## src/rtl/vga_sync_640x480.sv

```systemverilog
// vga_sync_640x480 : VGA timing generator (default 640x480 @ 60 Hz, 800x525).
// Two free-running compare-and-clear counters (hc, vc) feed one output
// register stage, so every output shows the decode of the same hc/vc and
// all outputs stay coherent with a fixed 1-clock latency.
// Optional build macro VGA_TEST_PATTERN_EN adds a 12-bit rgb colour-bar output.
`timescale 1ns/1ps

module vga_sync_640x480 #(
  parameter int H_DISPLAY = 640,
  parameter int H_FP      = 16,
  parameter int H_SYNC    = 96,
  parameter int H_BP      = 48,
  parameter int V_DISPLAY = 480,
  parameter int V_FP      = 10,
  parameter int V_SYNC    = 2,
  parameter int V_BP      = 33,
  parameter bit SYNC_POL  = 1'b0
) (
  input  logic       clk,
  input  logic       clr_n,
  output logic       hsync,
  output logic       vsync,
  output logic       video_on,
  output logic [9:0] pixel_x,
  output logic [9:0] pixel_y,
  output logic       frame_start
`ifdef VGA_TEST_PATTERN_EN
  ,
  output logic [11:0] rgb
`endif
);

  localparam int H_TOTAL = H_DISPLAY + H_FP + H_SYNC + H_BP;
  localparam int V_TOTAL = V_DISPLAY + V_FP + V_SYNC + V_BP;

  // Counters are 10 bits wide; larger timings cannot be represented.
  generate
    if (H_TOTAL > 1024 || V_TOTAL > 1024) begin : g_bad_timing
      $error("vga_sync_640x480: H_TOTAL/V_TOTAL exceed 10-bit counter range");
    end
  endgenerate

  // Decode limits kept one bit wider than the counters so that a boundary
  // equal to 1024 still compares correctly.
  localparam logic [9:0]  H_LAST = 10'(H_TOTAL - 1);
  localparam logic [9:0]  V_LAST = 10'(V_TOTAL - 1);
  localparam logic [10:0] H_VIS  = 11'(H_DISPLAY);
  localparam logic [10:0] V_VIS  = 11'(V_DISPLAY);
  localparam logic [10:0] HS_BEG = 11'(H_DISPLAY + H_FP);
  localparam logic [10:0] HS_END = 11'(H_DISPLAY + H_FP + H_SYNC);
  localparam logic [10:0] VS_BEG = 11'(V_DISPLAY + V_FP);
  localparam logic [10:0] VS_END = 11'(V_DISPLAY + V_FP + V_SYNC);

`ifdef VGA_TEST_PATTERN_EN
  localparam logic [9:0]  BAR_W  = 10'(H_DISPLAY / 8);
`endif

  logic [9:0]  hc, vc;
  logic [10:0] hc_w, vc_w;
  logic        hs_act, vs_act, vis, sof;

  assign hc_w = {1'b0, hc};
  assign vc_w = {1'b0, vc};

  // Pixel/line counters: wrap by explicit compare-and-clear, vc steps on hc wrap.
  always_ff @(posedge clk or negedge clr_n) begin
    if (!clr_n) begin
      hc <= '0;
      vc <= '0;
    end else if (hc == H_LAST) begin
      hc <= '0;
      vc <= (vc == V_LAST) ? '0 : vc + 10'd1;
    end else begin
      hc <= hc + 10'd1;
    end
  end

  // Timing decode of the current counter position (polarity-free).
  always_comb begin
    hs_act = 1'b0;
    vs_act = 1'b0;
    vis    = 1'b0;
    sof    = 1'b0;
    hs_act = (hc_w >= HS_BEG) && (hc_w < HS_END);
    vs_act = (vc_w >= VS_BEG) && (vc_w < VS_END);
    vis    = (hc_w < H_VIS) && (vc_w < V_VIS);
    sof    = (hc == '0) && (vc == '0);
  end

`ifdef VGA_TEST_PATTERN_EN
  logic [2:0]  bar;
  logic [11:0] bar_rgb;

  // Colour-bar lookup: eight equal-width bars across the visible line.
  always_comb begin
    bar     = 3'(hc / BAR_W);
    bar_rgb = 12'h000;
    if (vis) begin
      case (bar)
        3'd0:    bar_rgb = 12'hFFF;
        3'd1:    bar_rgb = 12'hFF0;
        3'd2:    bar_rgb = 12'h0FF;
        3'd3:    bar_rgb = 12'h0F0;
        3'd4:    bar_rgb = 12'hF0F;
        3'd5:    bar_rgb = 12'hF00;
        3'd6:    bar_rgb = 12'h00F;
        default: bar_rgb = 12'h000;
      endcase
    end
  end
`endif

  // Output register: sync polarity is applied only here, reset drives the
  // inactive level directly so an async reset never produces a sync pulse.
  always_ff @(posedge clk or negedge clr_n) begin
    if (!clr_n) begin
      hsync       <= ~SYNC_POL;
      vsync       <= ~SYNC_POL;
      video_on    <= 1'b0;
      pixel_x     <= '0;
      pixel_y     <= '0;
      frame_start <= 1'b0;
`ifdef VGA_TEST_PATTERN_EN
      rgb         <= 12'h000;
`endif
    end else begin
      hsync       <= hs_act ? SYNC_POL : ~SYNC_POL;
      vsync       <= vs_act ? SYNC_POL : ~SYNC_POL;
      video_on    <= vis;
      pixel_x     <= hc;
      pixel_y     <= vc;
      frame_start <= sof;
`ifdef VGA_TEST_PATTERN_EN
      rgb         <= bar_rgb;
`endif
    end
  end

endmodule

```

## config.mk

```make
export PLATFORM = sky130hd
export DESIGN_NAME = vga_sync_640x480
export DESIGN_NICKNAME = d
export VERILOG_FILES = /design/src/rtl/vga_sync_640x480.sv
export SDC_FILE = /design/constraint.sdc
export NUM_CORES = 1
export LEC_CHECK = 0
export CAP_MARGIN = 30
export CORE_MARGIN = 2
export CORE_UTILIZATION = 57
export CTS_CLUSTER_DIAMETER = 200
export DETAILED_ROUTE_END_ITERATION = 16
export PLACE_DENSITY = 0.9
export SLEW_MARGIN = 20
export SYNTH_ARGS = -nofsm -noshare
export SYNTH_HDL_FRONTEND = slang
export SYNTH_SLANG_ARGS = --single-unit
```

## constraint.sdc

```tcl
create_clock -name clk -period 3 [get_ports clk]
set_input_delay 0.3 -clock clk [delete_from_list [all_inputs] [get_ports clk]]
set_output_delay 0.3 -clock clk [all_outputs]
set_load 0.02 [all_outputs]
```

# == Word level (Yosys, flattened, before mapping) ==
# Index checks and enable logic that the tools add are counted.
# op_classes
n_mux,4
order_cmp,6
add_sub_neg,2
eq_ne,2
n_reduce_logical,6
# op_table
operator,count
"10-bit by 1-bit adder with 10-bit output, second input constant",2
"10-bit == test, second input constant",2
10-bit logical NOT,2
"10-bit < comparator, second input constant",2
"10-bit by 9-bit < comparator with 1-bit output, second input constant",2
10-bit 2-to-1 mux,2
"10-bit >= comparator, second input constant",1
"10-bit by 9-bit >= comparator with 1-bit output, second input constant",1
1-bit logical AND,4
1-bit 2-to-1 mux,2
# word_totals
output_inout_bits,24
register_bits,44
elab_cells,28
inputBits,2

# == Longest topological paths before layout ==
# Gate-level depths: netlist (run 1).
# depth
depth_word,3
mapped_depth,7
mapped_depth_nobuf,6

# == Worst setup path after synthesis (run 1) ==
# No wires, ideal clock.
# synth_path
path_type,reg-to-reg
startpoint,register hc[0]
endpoint,register vc[8]
period_less_slack_ns,1.639
stages_incl_launch_ff,7
setup_slack_ns,1.361
t_required_ns,2.875
arrival_time_ns,1.514
n_path_buf,1
setup_time_ns,0.125
cell_sequence,dfrtp_1 ha_1 and3_4 buf_4 and4_4 nand4_2 mux2_4
# synth_between
elab_chain_len,1
# synth_lines
item,line_no,text
from (decl),58,"logic [9:0] hc, vc;"
from (signal assigned),74,hc <= hc + 10'd1;
10-bit == test,70,end else if (hc == H_LAST) begin
to (signal assigned),72,vc <= (vc == V_LAST) ? '0 : vc + 10'd1;
to (decl),58,
# No other way between the ends.
# A chain may end at the register's enable or synchronous reset.

# == Final worst setup path (run 1) ==
# layout_path
startpoint,register hc[7]
endpoint,register vc[8]
# Same word-level chain as after synthesis.

==> results of run 1 <==
per-layer routing:
metal	up-vias	GRT usage	wire [um]
met3	6	0.03463	181
li1	549	-	-
met1	592	0.2432	1383
met2	49	0.3307	1730
met5	-	0	0
met4	0	0.1524	76
cell families (layout without fill, tap and decap cells):
family,count (synthesis),in the layout,share of synthesized area
AND/OR/NAND/NOR,54,54,0.2047
adder cells (fa/ha/maj),5,5,0.03482
buffers and inverters,11,42,0.03412
multiplexers,2,2,0.01393
XOR/XNOR,9,9,0.04805
AO/OA/AOI/OAI,15,15,0.05014
flip-flops,44,44,0.6142
cell type report:
| class | count | area, um^2 | area share |
|---|---|---|---|
| well taps | 44 | 55.05 | 0.02530 |
| clock buffers | 6 | 41.29 | 0.01898 |
| inverters | 7 | 26.28 | 0.01208 |
| clock inverters | 2 | 35.03 | 0.01610 |
| repair buffers | 27 | 282.8 | 0.1300 |
| flip-flops and latches | 44 | 1104 | 0.5072 |
| multi-input cells | 85 | 631.9 | 0.2904 |
state kept, by name (all words and copies together), names as in the netlist:
signal / cells
video_on: 1
hc: 10
vsync: 1
pixel_x: 10
vc: 10
pixel_y: 10
frame_start: 1
hsync: 1
per-stage QoR:
step | utilization | std cells | setup WS (ns)
2_1_floorplan | - | 140 | 1.361
3_3_place_gp | 0.6810 | 205 | 1.287
3_5_place_dp | 0.6810 | 205 | 1.219
4_1_cts | 0.7062 | 213 | 1.185
5_1_grt | 0.7186 | 215 | 1.101
6_report | 0.7186 | 215 | 1.189
worst register-to-register path: stages, from the launching register on:
cell and delay [ns]:
sky130_fd_sc_hd__dfrtp_1 0.52, sky130_fd_sc_hd__nor4b_4 0.37, sky130_fd_sc_hd__and4_4 0.38, sky130_fd_sc_hd__nand4_2 0.13
sky130_fd_sc_hd__mux2_4 0.31
layout by cell type, fill, tap and decap left out, drive strengths merged, types with 2 or more instances in the layout:
master,Yosys,routed
a21o,2,2
a21oi,2,2
and2,4,4
and3,3,3
buf,3,2
clkbuf,1,6
clkdlybuf4s50,0,24
dfrtp,42,42
dfstp,2,2
ha,5,5
inv,7,7
nand2,5,5
nand3,9,9
nand4,8,8
nor2,7,7
nor3,5,5
nor4,4,4
nor4b,2,2
o21ai,7,7
or3,2,2
xnor2,4,4
xor2,5,5
repair_timing:
| action | CTS | global route |
|---|---|---|
| setup endpoints to repair | 0 | 0 |
| hold endpoints to repair | 0 | 23 |
| hold buffers | 0 | 1 |
path summary, 6_finish.rpt:
check | end | slack [ns] | cells after the start
setup / recovery | vc[8]$_DFFE_PN0N_ | 1.19 | 4
hold / removal | hc[7]$_DFF_PN0_ | 0.44 | 2
setup reg to reg | vc[8]$_DFFE_PN0N_ | 1.19 | 4
hold reg to reg | pixel_x[1]$_DFF_PN0_ | 0.48 | 0
max in group asynchronous | vsync$_DFF_PN1_ | 1.98 | 3
min in group clk | pixel_x[1]$_DFF_PN0_ | 0.48 | 0
power by group:
part / total (W) / switching (W) / leakage [nW] / internal [W]
clock network: 0.000353 / 0.000179 / 0.0422 / 0.000175
logic: 0.0000162 / 0.0000113 / 0.381 / 0.00000492
registers: 0.000593 / 0 / 0.579 / 0.000593
total: 0.000963 / 0.000190 / 1.00 / 0.000773
==> summary.txt, run 1 <==
CRITICAL PATH
--------------------------------------------------------------------------------------
CP arrival                                                                     2.07 ns
Cells along the critical path                                             nor4b_4 -> and4_4 -> nand4_2 -> mux2_4
Max FO, Critical Path                                                               12
Sort of element at the start of the critical path                                 flop
Family with the most delay on the worst path                              simple AND/OR/NAND/NOR gates
Buf/Inv on CP                                                                        0
Critical path class                                                         reg -> reg
Worst Setup End Kind                                                              flop
Library cell contributing the largest single delay on the critical path   sky130_fd_sc_hd__dfrtp_1
Launch point of the worst reg-to-reg path                                 hc[7]$_DFF_PN0_
Critical Path Source                                                      hc[7]$_DFF_PN0_
Required time reported for the critical path endpoint                          3.26 ns
Crit path largest cell delay                                                   0.52 ns

CLOCK TREE
--------------------------------------------------------------------------------------
Buffer cell driving the clock tree root                                   sky130_fd_sc_hd__clkbuf_4
Clock transition at path regs                                                  0.12 ns
Total CTS buffers                                                                    5
H-Tree Level Count                                                                   2
CTS resizes                                                                          0
Buffers inserted during post-CTS setup optimization                                  0
Sink Count                                                                          44
Longest Clk Path Bufs                                                                2
Clock latency of the later-clocked register in the worst-skew pair             0.36 ns
CTS tree                                                                         built

GLOBAL ROUTING
--------------------------------------------------------------------------------------
Initial antenna violation count                                                      0
Total congestion overflow                                                            0
Vias in the first global route                                                    1185
Pin count of the biggest net entering global routing                                45
Global-route usage over all layers                                              0.2047
Global-route wire length before repair                                        5.223 mm

SYNTH
--------------------------------------------------------------------------------------
Leading post-synthesis cells by cell area                                 sky130_fd_sc_hd__dfrtp_1, sky130_fd_sc_hd__ha_1, sky130_fd_sc_hd__dfstp_2
Post-Synthesis Cell Area                                                     1797 um^2
FF+latch count, synth                                                               44
Instance count of the mapped netlist                                               140
Predominant post-synthesis flop cell                                      sky130_fd_sc_hd__dfrtp_1
Avg Inst Size Synth                                                         12.83 um^2
Proportion of synthesized flip-flops having asynchronous set or reset            1.000
Yosys Warn Count                                                                     0
Area share of the leading cell type in the synthesized netlist                  0.5850
Cell variety after synth                                                            43
Most frequent cell after synthesis                                        sky130_fd_sc_hd__dfrtp_1
Cell taking the most area after synthesis                                 sky130_fd_sc_hd__dfrtp_1
Post-synthesis sequential area ratio                                            0.6142
Commonest cells post-synth                                                sky130_fd_sc_hd__dfrtp_1, sky130_fd_sc_hd__nand3_1, sky130_fd_sc_hd__inv_1, sky130_fd_sc_hd__nor2_1
Syn_nets                                                                           147
Count of flip-flops with a built-in enable after synthesis                           0

FLOORPLAN
--------------------------------------------------------------------------------------
Effective utilization at floorplan                                              0.5934
Placeable Area                                                               3028 um^2
Count of standard-cell rows                                                         20
Die Ht                                                                        60.15 um
Die width                                                                     60.15 um
Die area                                                                     3617 um^2
Number of top-level design ports                                                    26

STA
--------------------------------------------------------------------------------------
Minimum clock period                                                          1.811 ns
Max-slew violation total from the final report                                       0
Fmax                                                                         552.2 MHz
Final setup violation count                                                          0
Transition time of the tightest slew-check pin                               0.5606 ns
Post-route clock period utilization                                             0.6036
Total negative setup slack                                                        0 ns
Worst hold slack after final layout                                          0.4425 ns
Number of failing hold endpoints at the final stage                                  0
Unrepaired setup endpoints after global routing                                  false
Slew Limit Headroom                                                             0.6262
Clk_skew                                                                   0.009300 ns

CELLS AND AREA
--------------------------------------------------------------------------------------
Count of nets after finishing                                                      177
Layout Area Growth over Synthesis                                               21.10%
Count of inserted antenna diode cells                                                0
Fraction of layout instances using a drive strength above 1                     0.1462
Layout filler cell count                                                           196
Post-route cell area                                                         2176 um^2

PWR
--------------------------------------------------------------------------------------
Total power of the final layout                                            0.0009627 W
Leak Pwr                                                                      1.002 nW
Power per unit of standard cell area                                      442.4 nW/um^2
Worst IR drop on VDD                                                         0.3021 mV

PLACED DESIGN
--------------------------------------------------------------------------------------
Half-perimeter wire length of the detailed placement result                   2.249 mm
Cell area reported after detailed placement                                  2062 um^2
Final weighted congestion of routability-driven global placement                0.8698
Number of input and output port buffers inserted                                    25

DRT
--------------------------------------------------------------------------------------
DRC violations left                                                                  0
Vias after detailed routing                                                       1196
Total wire length after detailed routing                                      3.373 mm
Detailed-route vias per instance                                                 5.563
Detail Route Antenna Nets                                                            0
Pre-Repair DR Iteration Count                                                        4
Count of routing violations after the opening detailed-route iteration              61
Wire length per cell                                                          15.69 um

OUTCOME
--------------------------------------------------------------------------------------
Run status                                                                finished, final reports clean

JOB
--------------------------------------------------------------------------------------
Max-capacitance violation count                                                      0

WORST HOLD PATH
--------------------------------------------------------------------------------------
Hold crit path type                                                        in -> async

Note: power is estimated with default switching activity, not from simulation.
==> inputs of run 2 (changes only) <==
--- a/config.mk
+++ b/config.mk
@@ -7,10 +7,10 @@
 export LEC_CHECK = 0
 export CAP_MARGIN = 30
 export CORE_MARGIN = 2
-export CORE_UTILIZATION = 57
+export CORE_UTILIZATION = 53
 export CTS_CLUSTER_DIAMETER = 200
 export DETAILED_ROUTE_END_ITERATION = 16
-export PLACE_DENSITY = 0.9
+export PLACE_DENSITY = 0.85
 export SLEW_MARGIN = 20
 export SYNTH_ARGS = -nofsm -noshare
 export SYNTH_HDL_FRONTEND = slang
==> constraint.sdc (replaced) <==
create_clock -name clk -period 1.7 [get_ports clk]
set_input_delay 0.17 -clock clk [delete_from_list [all_inputs] [get_ports clk]]
set_output_delay 0.17 -clock clk [all_outputs]
set_load 0.02 [all_outputs]
==> summary.txt, run 2 (same netlist as run 1, synthesis figures left out) <==
CELLS AND AREA
--------------------------------------------------------------------------------------
Count of nets after finishing                                                      195   was 177
Finished Core Util                                                              0.6937   was 0.7186
Most common library cell in the layout ignoring fill and taps             sky130_fd_sc_hd__dfrtp_1   unchanged
Layout Area Growth over Synthesis                                               26.81%   was 21.10%
Fraction of layout instances using a drive strength above 1                     0.2287   was 0.1462
Highest-count cells in the layout ignoring fill and taps                  sky130_fd_sc_hd__dfrtp_1, sky130_fd_sc_hd__clkdlybuf4s50_1, sky130_fd_sc_hd__buf_4, sky130_fd_sc_hd__nand3_1   was sky130_fd_sc_hd__dfrtp_1, sky130_fd_sc_hd__clkdlybuf4s50_1, sky130_fd_sc_hd__nand3_1, sky130_fd_sc_hd__inv_1, sky130_fd_sc_hd__nor2_1
Final non-filler cell total                                                        234   was 215
Count of inserted antenna diode cells                                                0   unchanged

PWR
--------------------------------------------------------------------------------------
Worst IR drop on VDD                                                         0.5435 mV   was 0.3021 mV
Power per unit of standard cell area                                      672.7 nW/um^2   was 442.4 nW/um^2
Leak Pwr                                                                      1.080 nW   was 1.002 nW

GLOBAL ROUTING
--------------------------------------------------------------------------------------
Initial antenna violation count                                                      0   unchanged
Vias in the first global route                                                    1272   was 1185
Global-route usage over all layers                                              0.1937   was 0.2047
Pin count of the biggest net entering global routing                                45   unchanged
Total congestion overflow                                                            0   unchanged
Global-route wire length before repair                                        5.727 mm   was 5.223 mm

CRITICAL PATH
--------------------------------------------------------------------------------------
Reg2reg end                                                               vc[3]$_DFFE_PN0N_   was vc[8]$_DFFE_PN0N_
Family with the most delay on the worst path                              buffers and inverters   was simple AND/OR/NAND/NOR gates
CP arrival                                                                     1.47 ns   was 2.07 ns
Sort of element at the start of the critical path                                 flop   unchanged
Logic depth of the worst setup path including buffers                                1   was 4
Worst reg2reg setup slack                                                      0.06 ns   was 1.19 ns
Required time reported for the critical path endpoint                          1.53 ns   was 3.26 ns
Cell depth of the worst flop-to-flop path                                            5   was 4
Cells along the critical path                                             clkdlybuf4s50_1   was nor4b_4 -> and4_4 -> nand4_2 -> mux2_4
Worst Setup End Kind                                                        output pin   was flop
Buf/Inv on CP                                                                        1   was 0
Library cell contributing the largest single delay on the critical path   sky130_fd_sc_hd__clkdlybuf4s50_1   was sky130_fd_sc_hd__dfrtp_1
Launch point of the worst reg-to-reg path                                 vc[7]$_DFFE_PN0N_   was hc[7]$_DFF_PN0_
Crit path largest cell delay                                                   0.59 ns   was 0.52 ns
Max FO, Critical Path                                                                1   was 12
Critical path class                                                         reg -> out   was reg -> reg

STA
--------------------------------------------------------------------------------------
Minimum clock period                                                          1.640 ns
Final setup violation count                                                          0   unchanged
Smallest setup slack after layout                                           0.05999 ns   was 1.189 ns
Max-slew violation total from the final report                                       0   unchanged
Transition time of the tightest slew-check pin                               0.3757 ns   was 0.5606 ns
Number of failing hold endpoints at the final stage                                  0   unchanged
Clk_skew                                                                   0.006438 ns   was 0.009300 ns
Post-route clock period utilization                                             0.9647
Fmax                                                                         609.8 MHz
Worst hold slack after final layout                                          0.3124 ns   was 0.4425 ns
Total negative setup slack                                                        0 ns   unchanged
Slew Limit Headroom                                                             0.7472   was 0.6262

DRT
--------------------------------------------------------------------------------------
Detailed-route vias per instance                                                 5.308   was 5.563
Total wire length after detailed routing                                      3.434 mm   was 3.373 mm
Count of routing violations after the opening detailed-route iteration              52   was 61
Wire length per cell                                                          14.68 um   was 15.69 um
DRC violations left                                                                  0   unchanged
Detail Route Antenna Nets                                                            0   unchanged
Pre-Repair DR Iteration Count                                                        4   unchanged
Vias after detailed routing                                                       1242   was 1196

FLOORPLAN
--------------------------------------------------------------------------------------
Number of top-level design ports                                                    26   unchanged
Effective utilization at floorplan                                              0.5470   was 0.5934
Die area                                                                     3872 um^2   was 3617 um^2
Count of standard-cell rows                                                         21   was 20
Placeable Area                                                               3284 um^2   was 3028 um^2
Die Ht                                                                        62.23 um   was 60.15 um
Die width                                                                     62.23 um   was 60.15 um

WORST HOLD PATH
--------------------------------------------------------------------------------------
Hold crit path type                                                        in -> async   unchanged

PLACED DESIGN
--------------------------------------------------------------------------------------
Pre-CTS setup slack                                                         0.09138 ns   was 1.219 ns
Final weighted congestion of routability-driven global placement                0.9122   was 0.8698
Placed cell count                                                                  223   was 205
Number of input and output port buffers inserted                                    25   unchanged
Half-perimeter wire length of the detailed placement result                   2.346 mm   was 2.249 mm

CLOCK TREE
--------------------------------------------------------------------------------------
Clock transition at path regs                                                  0.12 ns   about the same
Buffer cell driving the clock tree root                                   sky130_fd_sc_hd__clkbuf_4   unchanged
Clock latency of the later-clocked register in the worst-skew pair             0.35 ns   was 0.36 ns
Sink Count                                                                          44   unchanged
CTS tree                                                                         built   unchanged
Longest Clk Path Bufs                                                                2   unchanged
Total CTS buffers                                                                    5   unchanged
H-Tree Level Count                                                                   2   unchanged

OUTCOME
--------------------------------------------------------------------------------------
Run status                                                                finished, final reports clean   unchanged

JOB
--------------------------------------------------------------------------------------
Max-capacitance violation count                                                      0   unchanged

## run 2: worst max-delay path by stage
| stage | start | endpoint | slack [ns] |
|---|---|---|---|
| after floorplan | hc[0]$_DFF_PN0_ | vc[8]$_DFFE_PN0N_ | 0.06 |
| after global placement | hc[1]$_DFF_PN0_ | vc[8]$_DFFE_PN0N_ | 0.15 |
| after detailed placement | hc[1]$_DFF_PN0_ | vc[8]$_DFFE_PN0N_ | 0.09 |
| after CTS | hsync$_DFF_PN1_ | hsync | 0.03 |
| after global routing | hc[1]$_DFF_PN0_ | vc[7]$_DFFE_PN0N_ | -0.008 |
| final | vsync$_DFF_PN1_ | vsync | 0.06 |
## run 2: power by group
part            total, W  leakage (nW)  internal [W]  switching, W
Combinational  0.0000266         0.473    0.00000715     0.0000195
Sequential       0.00105         0.579       0.00105             0
Clock           0.000460        0.0281      0.000153      0.000307
Total            0.00153          1.08       0.00121      0.000327
## run 2: repair_timing
action | 4_1_cts | 5_1_grt
resized for setup | 0 | 1
buffers inserted | 0 | 3
endpoints found under the setup margin | 0 | 4
endpoints found under the hold margin | 42 | 0
hold buffers | 1 | 0
## run 2: area by class of cell
class | instances | area [um^2]
clock inverter | 1 | 5.005
clock buffer | 6 | 41.29
sequential | 44 | 1104
multi-input combinational | 85 | 634.4
fill | 217 | 1006
tap | 46 | 57.56
timing repair buffer | 45 | 410.4
inverter | 7 | 26.28
## run 2: metrics by stage
stage	instance area (um^2)	total power, W
6_report	2278	0.001533
2_1_floorplan	1797	0.001067
3_5_place_dp	2197	0.001093
3_3_place_gp	2197	0.001092
4_1_cts	2253	0.001556
5_1_grt	2278	0.001597
## run 2: metal layers
| metal | GRT usage | share of wire | vias up | routed length, um |
|---|---|---|---|---|
| met5 | 0 | 0 | - | 0 |
| met4 | 0.1306 | 0.033 | 0 | 114 |
| met3 | 0.05072 | 0.039 | 10 | 135 |
| met2 | 0.3139 | 0.50 | 34 | 1734 |
| met1 | 0.2276 | 0.42 | 610 | 1450 |
| li1 | - | - | 588 | - |
==> inputs of run 3 (changes only) <==
--- a/config.mk
+++ b/config.mk
@@ -7,10 +7,11 @@
 export LEC_CHECK = 0
 export CAP_MARGIN = 30
 export CORE_MARGIN = 2
-export CORE_UTILIZATION = 53
+export CORE_UTILIZATION = 61
 export CTS_CLUSTER_DIAMETER = 200
 export DETAILED_ROUTE_END_ITERATION = 16
-export PLACE_DENSITY = 0.85
+export DONT_BUFFER_PORTS = 1
+export PLACE_DENSITY = 0.84
 export SLEW_MARGIN = 20
 export SYNTH_ARGS = -nofsm -noshare
 export SYNTH_HDL_FRONTEND = slang
==> summary.txt, run 3 (same netlist as run 1, synthesis figures left out) <==
PLACED DESIGN
--------------------------------------------------------------------------------------
Number of input and output port buffers inserted                                     0   was 25
Final weighted congestion of routability-driven global placement                0.8309   was 0.9122
Half-perimeter wire length of the detailed placement result                   2.241 mm   was 2.346 mm

CELLS AND AREA
--------------------------------------------------------------------------------------
Highest-count cells in the layout ignoring fill and taps                  sky130_fd_sc_hd__dfrtp_1, sky130_fd_sc_hd__buf_4, sky130_fd_sc_hd__nand3_1, sky130_fd_sc_hd__inv_1, sky130_fd_sc_hd__nor2_1   was sky130_fd_sc_hd__dfrtp_1, sky130_fd_sc_hd__clkdlybuf4s50_1, sky130_fd_sc_hd__buf_4, sky130_fd_sc_hd__nand3_1
Most common library cell in the layout ignoring fill and taps             sky130_fd_sc_hd__dfrtp_1   unchanged
Count of nets after finishing                                                      169   was 195
Layout filler cell count                                                           183   was 217
Fraction of layout instances using a drive strength above 1                     0.2577   was 0.2287
Count of inserted antenna diode cells                                                0   unchanged
Layout Area Growth over Synthesis                                               14.21%   was 26.81%
Finished Core Util                                                              0.7377   was 0.6937

DRT
--------------------------------------------------------------------------------------
Count of routing violations after the opening detailed-route iteration              39   was 52
Vias after detailed routing                                                       1163   was 1242
Total wire length after detailed routing                                      3.242 mm   was 3.434 mm
DRC violations left                                                                  0   unchanged
Wire length per cell                                                          16.71 um   was 14.68 um
Pre-Repair DR Iteration Count                                                        4   unchanged
Detailed-route vias per instance                                                 5.995   was 5.308
Detail Route Antenna Nets                                                            0   unchanged

CRITICAL PATH
--------------------------------------------------------------------------------------
Worst Setup End Kind                                                              flop   was output pin
Max FO, Critical Path                                                                5   was 1
Sort of element at the start of the critical path                                 flop   unchanged
Reg2reg end                                                               vc[3]$_DFFE_PN0N_   unchanged
Worst reg2reg setup slack                                                      0.02 ns   was 0.06 ns
CP arrival                                                                     1.94 ns   was 1.47 ns
Required time reported for the critical path endpoint                          1.96 ns   was 1.53 ns
Cell depth of the worst flop-to-flop path                                            5   unchanged
Critical path class                                                         reg -> reg   was reg -> out
Library cell contributing the largest single delay on the critical path   sky130_fd_sc_hd__dfrtp_1   was sky130_fd_sc_hd__clkdlybuf4s50_1
CP most frequent cell                                                     sky130_fd_sc_hd__a21o_1
Crit path largest cell delay                                                   0.44 ns   was 0.59 ns
Cells along the critical path                                             nor4_2 -> nand4_1 -> buf_4 -> a21o_1 -> a21o_1   was clkdlybuf4s50_1
Launch point of the worst reg-to-reg path                                 vc[7]$_DFFE_PN0N_   unchanged

PWR
--------------------------------------------------------------------------------------
Leak Pwr                                                                      1.018 nW   was 1.080 nW
Worst IR drop on VDD                                                          1.143 mV   was 0.5435 mV
Total power of the final layout                                             0.001706 W   was 0.001533 W
Power per unit of standard cell area                                      831.3 nW/um^2   was 672.7 nW/um^2

GLOBAL ROUTING
--------------------------------------------------------------------------------------
Pin count of the biggest net entering global routing                                45   unchanged
Initial antenna violation count                                                      0   unchanged
Vias in the first global route                                                    1129   was 1272
Global-route usage over all layers                                              0.2167   was 0.1937
Global-route wire length before repair                                        5.326 mm   was 5.727 mm
Total congestion overflow                                                            0   unchanged

STA
--------------------------------------------------------------------------------------
Slew Limit Headroom                                                             0.7555   was 0.7472
Minimum clock period                                                          1.682 ns   was 1.640 ns
Fmax                                                                         594.6 MHz   was 609.8 MHz
Max-slew violation total from the final report                                       0   unchanged
Transition time of the tightest slew-check pin                               0.3637 ns   was 0.3757 ns
Final setup violation count                                                          0   unchanged
Total negative setup slack                                                        0 ns   unchanged
Number of failing hold endpoints at the final stage                                  0   unchanged
Worst hold slack after final layout                                          0.2632 ns   was 0.3124 ns
Post-route clock period utilization                                             0.9893   was 0.9647
Clk_skew                                                                   0.005859 ns   was 0.006438 ns

FLOORPLAN
--------------------------------------------------------------------------------------
Die area                                                                     3395 um^2   was 3872 um^2
Die width                                                                     58.27 um   was 62.23 um
Count of standard-cell rows                                                         19   was 21
Number of top-level design ports                                                    26   unchanged
Placeable Area                                                               2781 um^2   was 3284 um^2
Effective utilization at floorplan                                              0.6460   was 0.5470
Die Ht                                                                        58.27 um   was 62.23 um

CLOCK TREE
--------------------------------------------------------------------------------------
H-Tree Level Count                                                                   2   unchanged
Total CTS buffers                                                                    5   unchanged
Buffer cell driving the clock tree root                                   sky130_fd_sc_hd__clkbuf_4   unchanged
Clock latency of the later-clocked register in the worst-skew pair             0.36 ns   was 0.35 ns
Sink Count                                                                          44   unchanged
Clock transition at path regs                                                  0.12 ns   about the same
CTS tree                                                                         built   unchanged
Longest Clk Path Bufs                                                                2   unchanged

OUTCOME
--------------------------------------------------------------------------------------
Run status                                                                finished, final reports clean   unchanged

WORST HOLD PATH
--------------------------------------------------------------------------------------
Hold crit path type                                                        in -> async   unchanged

JOB
--------------------------------------------------------------------------------------
Max-capacitance violation count                                                      0   unchanged

run 3: how the worst max path moves through the flow:
stage                           start                 to  slack [ns]
detailed placement    hc[5]$_DFF_PN0_  vc[8]$_DFFE_PN0N_        0.08
floorplan             hc[0]$_DFF_PN0_  vc[8]$_DFFE_PN0N_        0.06
CTS                   hc[1]$_DFF_PN0_  vc[7]$_DFFE_PN0N_        0.04
finish              vc[7]$_DFFE_PN0N_  vc[3]$_DFFE_PN0N_        0.02
global placement    vc[7]$_DFFE_PN0N_  vc[3]$_DFFE_PN0N_        0.12
global route        vc[0]$_DFFE_PN0N_  vc[3]$_DFFE_PN0N_       -0.02
run 3: layout make-up:
cell class	count	area, um^2	share of cell area
Clock buffer	6	41.29	0.02012
Clock inverter	2	35.03	0.01707
Inverter	7	26.28	0.01280
Multi-Input combinational cell	85	649.4	0.3165
Sequential cell	44	1104	0.5378
Tap cell	31	38.79	0.01890
Timing Repair Buffer	19	157.7	0.07683
run 3: power by group:
part | switching [W] | internal, W | total (W)
registers | 0 | 0.00105 | 0.00105
clock network | 0.000326 | 0.000308 | 0.000634
logic | 0.0000191 | 0.00000632 | 0.0000255
run 3: critical path, delay by kind of cell, from the launching register on:
kind,cells,cell delay [ns]
AOI/OAI and AO/OA,2,0.31
and+or+nand+nor,2,0.63
DFF,1,0.44
buffers and inverters,1,0.21
run 3: timing repair:
item / CTS / global route
hold endpoints to repair: 44 / 0
buffers inserted: 0 / 3
setup endpoints to repair: 0 / 5
resized for setup: 0 / 3
hold buffers: 2 / 0
run 3: per-stage QoR:
stage,worst slack (ns),std cells,cell area [um^2]
finish,0.01822,194,2052
global route,-0.01756,194,2052
CTS,0.04199,191,2012
detailed placement,0.07583,181,1906
global placement,0.1189,181,1906
floorplan,0.06068,140,1797
run 3: layer usage:
layer,global-route usage,routed length [um],vias up,share of wire
li1,-,-,535,-
met1,0.2652,1334,576,0.41
met2,0.3451,1656,39,0.51
met3,0.08482,181,13,0.056
met4,0.08638,69,0,0.021
met5,0,0,-,0
